[src/rtl/sonar_range_filter.sv]
// Echo cycle count to millimetres with range rejection, moving average and proximity alarm.
// Define SONAR_MEDIAN3_EN to add a median-of-three stage on accepted readings (latency 4 instead of 3).
module sonar_range_filter #(
  parameter int CYC_WIDTH = 32,
  parameter int MM_WIDTH  = 16,
  parameter int SCALE     = 225,
  parameter int SHIFT     = 16,
  parameter int AVG_LOG2  = 2,
  parameter int MIN_MM    = 20,
  parameter int MAX_MM    = 4000
) (
  input  logic                 clk,
  input  logic                 rst_n,
  input  logic                 in_valid,
  input  logic [CYC_WIDTH-1:0] in_cycles,
  input  logic                 clear,
  input  logic [MM_WIDTH-1:0]  alarm_thresh_mm,
  output logic                 out_valid,
  output logic [MM_WIDTH-1:0]  out_mm,
  output logic                 out_reject,
  output logic [MM_WIDTH-1:0]  out_avg_mm,
  output logic                 avg_ready,
  output logic                 alarm
);
  localparam int PROD_W = CYC_WIDTH + 8;
  localparam int SUM_W  = MM_WIDTH + AVG_LOG2;
  localparam int DEPTH  = 1 << AVG_LOG2;
  localparam logic [MM_WIDTH-1:0] MM_SAT = '1;
  localparam logic [AVG_LOG2:0]   FULL   = (AVG_LOG2+1)'(DEPTH);

  logic                v1;
  logic [PROD_W-1:0]   prod1;
  logic                v2;
  logic [MM_WIDTH-1:0] mm2;
  logic                rej2;
  logic [PROD_W-1:0]   mm_raw;
  logic [MM_WIDTH-1:0] mm_sat;
  logic                s3_valid;
  logic [MM_WIDTH-1:0] s3_mm;
  logic                s3_rej;

  always_ff @(posedge clk or negedge rst_n) begin
    if (!rst_n) begin
      v1    <= 1'b0;
      prod1 <= '0;
    end else if (clear) begin
      v1 <= 1'b0;
    end else begin
      v1 <= in_valid;
      if (in_valid) prod1 <= PROD_W'(in_cycles) * PROD_W'(SCALE);
    end
  end

  always_comb begin
    mm_raw = prod1 >> SHIFT;
    mm_sat = (mm_raw > PROD_W'(MM_SAT)) ? MM_SAT : mm_raw[MM_WIDTH-1:0];
  end

  always_ff @(posedge clk or negedge rst_n) begin
    if (!rst_n) begin
      v2   <= 1'b0;
      mm2  <= '0;
      rej2 <= 1'b0;
    end else if (clear) begin
      v2 <= 1'b0;
    end else begin
      v2 <= v1;
      if (v1) begin
        mm2  <= mm_sat;
        rej2 <= (mm_sat < MM_WIDTH'(MIN_MM)) | (mm_sat > MM_WIDTH'(MAX_MM));
      end
    end
  end

`ifdef SONAR_MEDIAN3_EN
  logic                v2b;
  logic [MM_WIDTH-1:0] mm2b;
  logic                rej2b;
  logic [MM_WIDTH-1:0] hist0, hist1;
  logic [1:0]          hist_cnt;
  logic [MM_WIDTH-1:0] med;

  always_comb begin
    med = mm2;
    if ((hist0 <= hist1 && hist1 <= mm2) || (mm2 <= hist1 && hist1 <= hist0))
      med = hist1;
    else if ((hist1 <= hist0 && hist0 <= mm2) || (mm2 <= hist0 && hist0 <= hist1))
      med = hist0;
  end

  // History only tracks accepted readings; rejected ones pass through raw.
  always_ff @(posedge clk or negedge rst_n) begin
    if (!rst_n) begin
      v2b      <= 1'b0;
      mm2b     <= '0;
      rej2b    <= 1'b0;
      hist0    <= '0;
      hist1    <= '0;
      hist_cnt <= '0;
    end else if (clear) begin
      v2b      <= 1'b0;
      hist0    <= '0;
      hist1    <= '0;
      hist_cnt <= '0;
    end else begin
      v2b <= v2;
      if (v2) begin
        rej2b <= rej2;
        if (rej2) begin
          mm2b <= mm2;
        end else begin
          mm2b  <= (hist_cnt == 2'd2) ? med : mm2;
          hist1 <= hist0;
          hist0 <= mm2;
          if (hist_cnt != 2'd2) hist_cnt <= hist_cnt + 2'd1;
        end
      end
    end
  end

  assign s3_valid = v2b;
  assign s3_mm    = mm2b;
  assign s3_rej   = rej2b;
`else
  assign s3_valid = v2;
  assign s3_mm    = mm2;
  assign s3_rej   = rej2;
`endif

  logic [MM_WIDTH-1:0] win [DEPTH];
  logic [AVG_LOG2-1:0] wr_ptr;
  logic [AVG_LOG2:0]   fill;
  logic [SUM_W-1:0]    sum;
  logic [MM_WIDTH-1:0] oldest;
  logic [SUM_W-1:0]    sum_next;
  logic [AVG_LOG2:0]   fill_next;

  always_comb begin
    oldest    = (fill == FULL) ? win[wr_ptr] : '0;
    sum_next  = sum + SUM_W'(s3_mm) - SUM_W'(oldest);
    fill_next = (fill == FULL) ? fill : fill + (AVG_LOG2+1)'(1);
  end

  // clear outranks a coincident accepted write.
  always_ff @(posedge clk or negedge rst_n) begin
    if (!rst_n) begin
      out_valid  <= 1'b0;
      out_mm     <= '0;
      out_reject <= 1'b0;
      out_avg_mm <= '0;
      avg_ready  <= 1'b0;
      alarm      <= 1'b0;
      sum        <= '0;
      fill       <= '0;
      wr_ptr     <= '0;
      for (int i = 0; i < DEPTH; i++) win[i] <= '0;
    end else if (clear) begin
      out_valid  <= 1'b0;
      out_avg_mm <= '0;
      avg_ready  <= 1'b0;
      alarm      <= 1'b0;
      sum        <= '0;
      fill       <= '0;
      wr_ptr     <= '0;
      for (int i = 0; i < DEPTH; i++) win[i] <= '0;
    end else begin
      out_valid <= s3_valid;
      alarm     <= avg_ready & (out_avg_mm < alarm_thresh_mm);
      if (s3_valid) begin
        out_mm     <= s3_mm;
        out_reject <= s3_rej;
        if (!s3_rej) begin
          win[wr_ptr] <= s3_mm;
          wr_ptr      <= wr_ptr + AVG_LOG2'(1);
          sum         <= sum_next;
          fill        <= fill_next;
          if (fill_next == FULL) begin
            avg_ready  <= 1'b1;
            out_avg_mm <= MM_WIDTH'(sum_next >> AVG_LOG2);
          end
        end
      end
    end
  end
endmodule

[config.mk]
export PLATFORM = sky130hd
export DESIGN_NAME = sonar_range_filter
export DESIGN_NICKNAME = d
export VERILOG_FILES = /design/src/rtl/sonar_range_filter.sv
export SDC_FILE = /design/constraint.sdc
export NUM_CORES = 1
export LEC_CHECK = 0
export CAP_MARGIN = 20
export CORE_UTILIZATION = 29
export DETAILED_ROUTE_END_ITERATION = 10
export GPL_TIMING_DRIVEN = 0
export PLACE_DENSITY_LB_ADDON = 0.3
export SLEW_MARGIN = 10
export SYNTH_ARGS = -nofsm -noshare
export SYNTH_HDL_FRONTEND = slang
export SYNTH_SLANG_ARGS = --single-unit
[constraint.sdc]
create_clock -name clk -period 5.8 [get_ports clk]
set_clock_uncertainty 0.2 [all_clocks]
set_input_delay 0.58 -clock clk [delete_from_list [all_inputs] [get_ports clk]]
set_output_delay 0.58 -clock clk [all_outputs]
set_load 0.02 [all_outputs]
==> metrics <==
outcome=complete, no violations; met1 wire length=14700 µm; I/O Pins=88; slew of the pin with the lowest slew margin=0.805 ns; Chip Height=211 µm; Synth Register Bits=166; final hold violation count=0; CTS tree=built; Worst VDD drop=0.000174 V; total global-route track usage=14.8%; post-route minimum period=5.38 ns; crit path max-delay cell type=fa_1; library cells used by synthesis=62; CTS clk-pin slew, worst paths=0.07 ns; Post-Syn Instances=1392; Clock Path Buffers=2; Util after Layout=34.6%; starting density of the core=29.4%; GPL Wtd Cong=0.894; first-pass GRT wire length=52600 µm; row cnt=76; H-tree depth=4; RSZ-0062 raised after global routing=false; top sig layer=met4; Worst setup SP type=primary input; hold buffers post-CTS=1; register area share after synthesis=32.9%; critical path capture point type=register; mapped cell area=0.0126 mm²; synth cell count leaders=nand2_1 (242), inv_1 (182), dfrtp_1 (166), ha_1 (145), a21oi_1 (136); initial antenna violation count=0; Hold Path Class=register to register; Area Growth Syn to Fin=17.8%; Hold WS=0.285 ns; routed wl met3=1490 µm; antenna cells=0; max-cap check violation count=0; Avg Cell Area, Syn=9.07 µm²; Fill cells=4563; Worst path most repeated cell=ha_1; WS Path Type=primary input to register; warnings from Yosys=0; DRT antenna net count=0; port bufs=86; Fmax achieved=186 MHz; Crit path largest cell delay=0.55 ns; Top FF cell, synth=dfrtp_1; met2 WL post-DR=15300 µm; PD cells=322 mW/mm²; Worst EP required=5.91 ns; Post-synth EDFFs=0; design area=0.0149 mm²; DRC=0; # placed instances=2064; DP Area=0.0142 mm²; initial detailed-routing violation count=652; Area contributors post-synth=dfrtp_1 (33%), ha_1 (14%), fa_1 (11%); largest net degree at the start of global routing=90; final cell count without fillers=2097; Slew headroom=46.3%; Total Routed Length=31700 µm; signal arrival time at the worst endpoint=5.49 ns; Die ar.=0.0444 mm²; layout cell share with drive strength beyond 1=3.90%; Core ar.=0.0430 mm²; vias in the first global route=9981; Setup violations, final=0; CP max FO=6; Async SR Flop Fraction=100%; most numerous cell in the Yosys netlist=nand2_1; Static Leakage=6.76 nW; WL/cell=15.1 µm; GRT overflow=0; width of the die=211 µm; Tcrit/Tclk final=92.7%; drt first pass iters=5; Worst-Skew Late Latency=0.43 ns; clock sinks=166; Mapped Nets=1660; biggest area consumer among synthesized cells=dfrtp_1; Post-CTS Resized=0; Root Buffer=clkbuf_16; final slew viol count=0; Post-DP HPWL=24800 µm; Synth top area share=32.9%; vias after detailed routing=9837; vias per std cell=4.69; Num CTS Buffers=17; setup repair bufs after CTS=0; Final #Nets=1767; crit path cell chain=clkdlybuf4s50_1 > inv_1 > fa_1 > inv_1 > ha_1 > fa_1 > ha_1 > ha_1 > nand4_1 > nor3_1 > o221ai_1 > a31oi_1 > a31oi_1 > o21ai_1 > a221oi_1 > a211o_1
-- cell families (layout without fill, tap and decap cells) --
group | Yosys count | after routing | synth area share (%)
muxes | 19 | 19 | 3.11
buffers and inverters | 238 | 358 | 7.09
xor gates and xnor gates | 32 | 32 | 2.22
AOI/OAI and AO/OA | 309 | 309 | 14.5
adders and majority gates | 216 | 216 | 25.6
and+or+nand+nor | 412 | 412 | 14.6
DFF | 166 | 166 | 32.9
-- layer usage --
layer,vias to the layer above,global-route usage [%]
met2,238,25.0
met5,-,0
met4,0,2.27
met1,4681,20.2
li1,4898,-
met3,20,2.59
-- state kept, by name, indices dropped and copies added, names as in the netlist --
| name | flops |
|---|---|
| alarm | 1 |
| avg_ready | 1 |
| fill | 3 |
| mm2 | 16 |
| out_avg_mm | 16 |
| out_mm | 16 |
| out_reject | 1 |
| out_valid | 1 |
| prod1 | 24 |
| rej2 | 1 |
| s3_valid | 1 |
| sum | 18 |
| v1 | 1 |
| win | 64 |
| wr_ptr | 2 |
-- stage by stage --
stage                     power [mW]  TNS [ns]  setup WS, ns
after global placement          3.58   -526.02         -3.18
after detailed placement        3.59         0         0.122
after floorplan                 3.00         0          1.09
after CTS                       4.83         0         0.570
after global routing            5.20         0         0.243
final                           4.79         0         0.423
-- worst max-delay path: cells and delay by family --
family          cells  cell delay [ns]
fa+ha+maj           5             2.03
simple gates        2             0.52
compound gates      6             1.67
buf+inv             3             0.69
-- layout make-up --
class                           instances  area (µm²)  area share [%]
Buffer                                 55         208            1.40
Clock buffer                           18         429            2.89
Clock inverter                         14         186            1.25
Inverter                              183         687            4.62
Multi-Input combinational cell        988        7570            50.9
Sequential cell                       166        4150            27.9
Tap cell                              585         732            4.92
Timing Repair Buffer                   88         903            6.07
-- worst paths after layout --
kind / end / from / depth (start not counted) / slack, ns
min in group asynchronous: avg_ready / rst_n / 2 / 0.50
max in group asynchronous: mm2[6] / rst_n / 3 / 4.01
worst max register to register: out_avg_mm[12] / wr_ptr[0] / 14 / 0.72
worst max-delay path: prod1[35] / in_cycles[12] / 16 / 0.42
worst min-delay path: out_mm[5] / out_mm[5] / 2 / 0.28
worst min register to register: out_mm[5] / out_mm[5] / 2 / 0.28
-- power by group --
part / internal (mW) / switching, mW
combinational: 0.901 / 1.27
clock: 0.692 / 0.520
sequential: 1.29 / 0.116
total: 2.88 / 1.91
-- cell usage in the layout, fill, tap and decap left out, types with 10 or more instances in the layout --
master	synthesis	routed
nand4_1	10	10
nor3_1	17	17
inv_1	182	182
nand3_1	29	29
nand2_1	242	242
nor2b_1	23	23
clkdlybuf4s50_1	0	85
o21ai_0	71	71
o21a_1	18	18
a211oi_1	10	10
dfrtp_1	166	166
clkbuf_16	0	17
nor2_1	47	47
ha_1	145	145
mux4_2	16	16
a21oi_1	136	136
a21o_1	18	18
fa_1	71	71
xnor2_1	27	27
clkbuf_1	48	49
Note: power is estimated with default switching activity, not from simulation.
